==> config.mk <==
export PLATFORM = sky130hd
export DESIGN_NAME = hazard_tracker
export DESIGN_NICKNAME = d
export VERILOG_FILES = /design/src/rtl/hazard_tracker.sv
export SDC_FILE = /design/constraint.sdc
export NUM_CORES = 1
export LEC_CHECK = 0
export CORE_UTILIZATION = 40
export DETAILED_ROUTE_END_ITERATION = 7
export PLACE_DENSITY = 0.83
export SETUP_SLACK_MARGIN = 0.2
export SKIP_CTS_REPAIR_TIMING = 1
export SYNTH_ARGS = -nofsm -noshare
export SYNTH_HDL_FRONTEND = slang
export SYNTH_SLANG_ARGS = --single-unit
==> constraint.sdc <==
create_clock -name CLK -period 2.6 [get_ports CLK]
set_clock_uncertainty 0.05 [all_clocks]
set_input_delay 0.26 -clock CLK [delete_from_list [all_inputs] [get_ports CLK]]
set_output_delay 0.26 -clock CLK [all_outputs]
set_load 0.01 [all_outputs]
==> src/rtl/hazard_tracker.sv <==
`timescale 1ns/1ps
// hazard_tracker: shadows the EX/MEM/WB pipeline latches with the {rfWEN, dest, load}
// of each in-flight instruction and exposes a per-register pending mask.
// Latency: a decoded write appears on ex_* one advancing edge after issue, mem_* after two, wb_* after three.
// Backpressure: advance=0 freezes all three entries and takes priority over dx_flush.
//
// Ports:
//   CLK, RST                 clock (rising edge), asynchronous active-high reset
//   advance                  pipeline moves one stage this cycle (0 = freeze)
//   dx_flush                 replace the decode->EX transfer with a bubble
//   dec_valid/rfWEN/load/dest decoded instruction entering EX
//   ex_*/mem_*/wb_*          registered stage entries
//   pending                  bit r set iff any stage has rfWEN=1 and dest=r
//   bubble_cnt, freeze_cnt   saturating statistics counters
//
// Optional build macro HAZARD_STATS_EN: when defined, bubble_cnt counts flush
// bubbles and freeze_cnt counts frozen cycles. When undefined, both outputs are
// tied to zero and no counter state exists.
module hazard_tracker #(
  parameter int NREGS = 32,
  parameter int CNT_W = 16,
  localparam int DW   = (NREGS > 1) ? $clog2(NREGS) : 1
) (
  input  logic             CLK,
  input  logic             RST,
  input  logic             advance,
  input  logic             dx_flush,
  input  logic             dec_valid,
  input  logic             dec_rfWEN,
  input  logic             dec_load,
  input  logic [DW-1:0]    dec_dest,
  output logic             ex_rfWEN,
  output logic [DW-1:0]    ex_dest,
  output logic             ex_load,
  output logic             mem_rfWEN,
  output logic [DW-1:0]    mem_dest,
  output logic             wb_rfWEN,
  output logic [DW-1:0]    wb_dest,
  output logic [NREGS-1:0] pending,
  output logic [CNT_W-1:0] bubble_cnt,
  output logic [CNT_W-1:0] freeze_cnt
);

  typedef struct packed {
    logic          wen;
    logic [DW-1:0] dest;
    logic          load;
  } stage_t;

  stage_t ex_q, ex_d;
  stage_t mem_q, mem_d;
  stage_t wb_q, wb_d;

  // Next-state for the three stage entries. Freeze wins over flush; a flushed
  // or invalid decode slot enters EX as an all-zero bubble.
  always_comb begin
    ex_d  = ex_q;
    mem_d = mem_q;
    wb_d  = wb_q;
    if (advance) begin
      wb_d  = mem_q;
      mem_d = ex_q;
      if (dx_flush || !dec_valid) begin
        ex_d = '0;
      end else begin
        // r0 is hardwired to zero, so writes to it never create a hazard;
        // dest is still captured for visibility.
        ex_d.wen  = dec_rfWEN && (dec_dest != '0);
        ex_d.dest = dec_dest;
        ex_d.load = dec_load;
      end
    end
  end

  always_ff @(posedge CLK or posedge RST) begin
    if (RST) begin
      ex_q  <= '0;
      mem_q <= '0;
      wb_q  <= '0;
    end else begin
      ex_q  <= ex_d;
      mem_q <= mem_d;
      wb_q  <= wb_d;
    end
  end

  // OR of one-hot decodes: a register shared by two stages stays pending
  // until the last of them retires.
  always_comb begin
    pending = '0;
    if (ex_q.wen)  pending[ex_q.dest]  = 1'b1;
    if (mem_q.wen) pending[mem_q.dest] = 1'b1;
    if (wb_q.wen)  pending[wb_q.dest]  = 1'b1;
  end

  assign ex_rfWEN  = ex_q.wen;
  assign ex_dest   = ex_q.dest;
  assign ex_load   = ex_q.load;
  assign mem_rfWEN = mem_q.wen;
  assign mem_dest  = mem_q.dest;
  assign wb_rfWEN  = wb_q.wen;
  assign wb_dest   = wb_q.dest;

`ifdef HAZARD_STATS_EN
  logic [CNT_W-1:0] bubble_cnt_q, bubble_cnt_d;
  logic [CNT_W-1:0] freeze_cnt_q, freeze_cnt_d;

  // Saturating counters: hold at all-ones rather than wrap.
  always_comb begin
    bubble_cnt_d = bubble_cnt_q;
    freeze_cnt_d = freeze_cnt_q;
    if (advance && dx_flush && (bubble_cnt_q != '1)) begin
      bubble_cnt_d = bubble_cnt_q + CNT_W'(1);
    end
    if (!advance && (freeze_cnt_q != '1)) begin
      freeze_cnt_d = freeze_cnt_q + CNT_W'(1);
    end
  end

  always_ff @(posedge CLK or posedge RST) begin
    if (RST) begin
      bubble_cnt_q <= '0;
      freeze_cnt_q <= '0;
    end else begin
      bubble_cnt_q <= bubble_cnt_d;
      freeze_cnt_q <= freeze_cnt_d;
    end
  end

  assign bubble_cnt = bubble_cnt_q;
  assign freeze_cnt = freeze_cnt_q;
`else
  assign bubble_cnt = '0;
  assign freeze_cnt = '0;
`endif

endmodule
==> run metrics <==
H-tree levels=1; Die ar.=4880 um2; starting density of the core=42.0%; nets=298; CP cell instances=and3_2 > a222oi_1 > inv_1 > clkdlybuf4s50_1; slew margin rel.=54.1%; DR WL/cell=14.7 um; Post-synth EDFFs=0; clock share of power=24.4%; core area=4380 um2; Final Hold Fails=0; IO Pins=95; NetSw=0.261 mW; insertion delay to the later sink of the worst-skew pair=0.25 ns; Die X=69.8 um; number of buffers created by CTS=3; antenna violation net count after detailed routing=0; Fin Setup TNS=0 ns; router iterations before antenna repair=5; Simple-Gate Fraction of Synth Area=29.6%; xor/xnor cell area share of the yosys netlist=0%; first-pass GRT wire length=7900 um; Final Cell Area=2410 um2; fin crit share=92.0%; Area Growth Syn to Fin=31.1%; CTS tree=yes; Power Dens Cells=334 nW/um2; detailed placement HPWL=3600 um; dominant synthesized flop cell=dfrtp_1; overall routing resource usage=19.7%; final setup fails=0; vias per cell=5.46; CP Max Fanout=8; Port-buffer cells=62; RSZ-0062 raised after global routing=yes; starting DRC count in detailed routing=242; Gate Count Post-Synth=236; DP Worst Slack=0.506 ns; adder-cell share of the synthesized area=0%; WS Path Type=flip-flop to primary output; worst path required time=2.29 ns; max-slew violations=0; R2R depth=1; Worst Max-Slew Pin Slew=0.687 ns; routed via count=1840; Internal=0.546 mW; sequential share of power=46.2%; critical path's slowest cell=clkdlybuf4s50_1; largest family of logic cells by synthesized area=simple AND/OR/NAND/NOR gates; Die Y=69.8 um; CP Launch Type=flip-flop; Pleak=1.18 nW; initial antenna violation count=0; Cell Rows=24; #FFs+latches synth=19; ant diodes=0; status=completed; ys async rst share=100%; switch share=32.4%; Compound-Gate Fraction of Synth Area=16.1%; final global-route overflow total=0; number of global-route vias before repair=1657; share of layout cells above drive strength 1=10.9%; overall power=0.807 mW; Final Critical Period=2.39 ns; Final Util=55.0%; Max clock buf depth=2; Syn Area/Cell=7.80 um2; mux contribution to synthesized area=7.34%; CP arrival=2.08 ns; clk sinks=19; Cell Area, Synth=1840 um2; post-placement cell area=2320 um2; sequential fraction of the synthesis area=25.8%; Yosys warning count=0; drt total wl=4970 um; Distinct cells, synth=23; Worst IR Drop VDD=0.301 mV; Comb power frac=29.4%; MaxCap Viol Count=0; clock root buffer=clkbuf_8; Placer Congestion=0.907; largest net degree at the start of global routing=27; Worst Setup End Kind=primary output; Peak Freq=418 MHz; Final Worst Setup Slack=0.207 ns; Max stage delay on crit path=0.48 ns; DRC violations left=0; Hold Crit Class=primary input to async pin; clk slew on worst S/H paths=0.06 ns
## power groups by stage
stage | Clock (mW) | Sequential [mW] | Combinational (mW)
2_1_floorplan | 0 | 0.360 | 0.167
3_3_place_gp | 0 | 0.370 | 0.227
3_5_place_dp | 0 | 0.372 | 0.231
4_1_cts | 0.204 | 0.367 | 0.232
5_1_grt | 0.217 | 0.379 | 0.255
6_report | 0.197 | 0.373 | 0.237
## critical path, delay by kind of cell, from the launching register on
family	cells	cell delay [ns]
buffers and inverters	2	0.56
DFF	1	0.47
and+or+nand+nor	1	0.33
AOI/OAI and AO/OA	1	0.47
## cell families after synthesis
| kind of cell | Yosys count |
|---|---|
| and+or+nand+nor | 102 |
| buffers and inverters | 63 |
| AOI/OAI and AO/OA | 39 |
| DFF | 19 |
| muxes | 12 |
| other | 1 |
## layout by cell type, fill, tap and decap left out, drive strengths merged
cell type | netlist | layout
nor3b | 12 | 12
or4 | 1 | 1
clkbuf | 9 | 4
o32ai | 1 | 1
dfrtp | 19 | 19
and3 | 6 | 6
inv | 12 | 12
nand2b | 1 | 1
clkdlybuf4s50 | 0 | 62
and3b | 15 | 15
mux2 | 12 | 12
a22oi | 28 | 28
o22ai | 6 | 6
a222oi | 4 | 4
buf | 42 | 3
nor2 | 1 | 1
nand2 | 63 | 63
nor3 | 3 | 3
conb | 1 | 32
## layout make-up
cell class | count | area [um2]
sequential | 19 | 479
tap | 52 | 65.1
timing repair buffer | 65 | 643
fill | 408 | 1970
multi-input combinational | 185 | 1130
clock buffer | 4 | 45.0
inverter | 12 | 45.0
## metrics by stage
stage                     hold slack, ns  std cells
after detailed placement           0.484        333
after global routing               0.434        337
after global placement             0.472        333
final                              0.372        337
after floorplan                    0.161        267
after CTS                          0.396        337
## worst paths after layout
check	start	to	slack [ns]
min in group CLK	ex_load	ex_load	0.50
hold reg to reg	ex_load	ex_load	0.50
max in group asynchronous	RST	mem_dest[1]	1.65
hold / removal	RST	mem_rfWEN	0.37
setup reg to reg	ex_dest[3]	mem_dest[3]	1.60
setup / recovery	ex_dest[0]	pending[19]	0.21
## flip-flops by register name, indices dropped and copies added, names as in the netlist
| signal | cells |
|---|---|
| ex_load | 1 |
| ex_dest | 5 |
| mem_rfWEN | 1 |
| mem_dest | 5 |
| wb_dest | 5 |
| ex_rfWEN | 1 |
| wb_rfWEN | 1 |
## routing by layer
layer,part of all wire [%],vias to the layer above,GRT usage (%),wire length (um)
li1,-,859,-,-
met2,50,115,32.1,2490
met1,39,855,24.9,1940
met5,0,-,0,0
met3,9.1,11,3.34,451
met4,1.6,0,10.2,81
## cell usage after synthesis, types with 2 or more instances
| master | count | area [um2] |
|---|---|---|
| nor3b_1 | 9 | 67.6 |
| nor3_1 | 3 | 15.0 |
| clkbuf_2 | 3 | 15.0 |
| o22ai_1 | 6 | 37.5 |
| a222oi_1 | 4 | 40.0 |
| inv_1 | 12 | 45.0 |
| a22oi_1 | 28 | 210 |
| mux2_2 | 12 | 135 |
| nor3b_2 | 3 | 37.5 |
| nand2_1 | 63 | 236 |
| and3b_1 | 15 | 131 |
| dfrtp_1 | 19 | 475 |
| buf_4 | 32 | 240 |
| buf_6 | 2 | 22.5 |
| clkbuf_1 | 6 | 22.5 |
| and3_1 | 5 | 31.3 |
| buf_2 | 8 | 40.0 |
(Power assumes the default switching activity.)
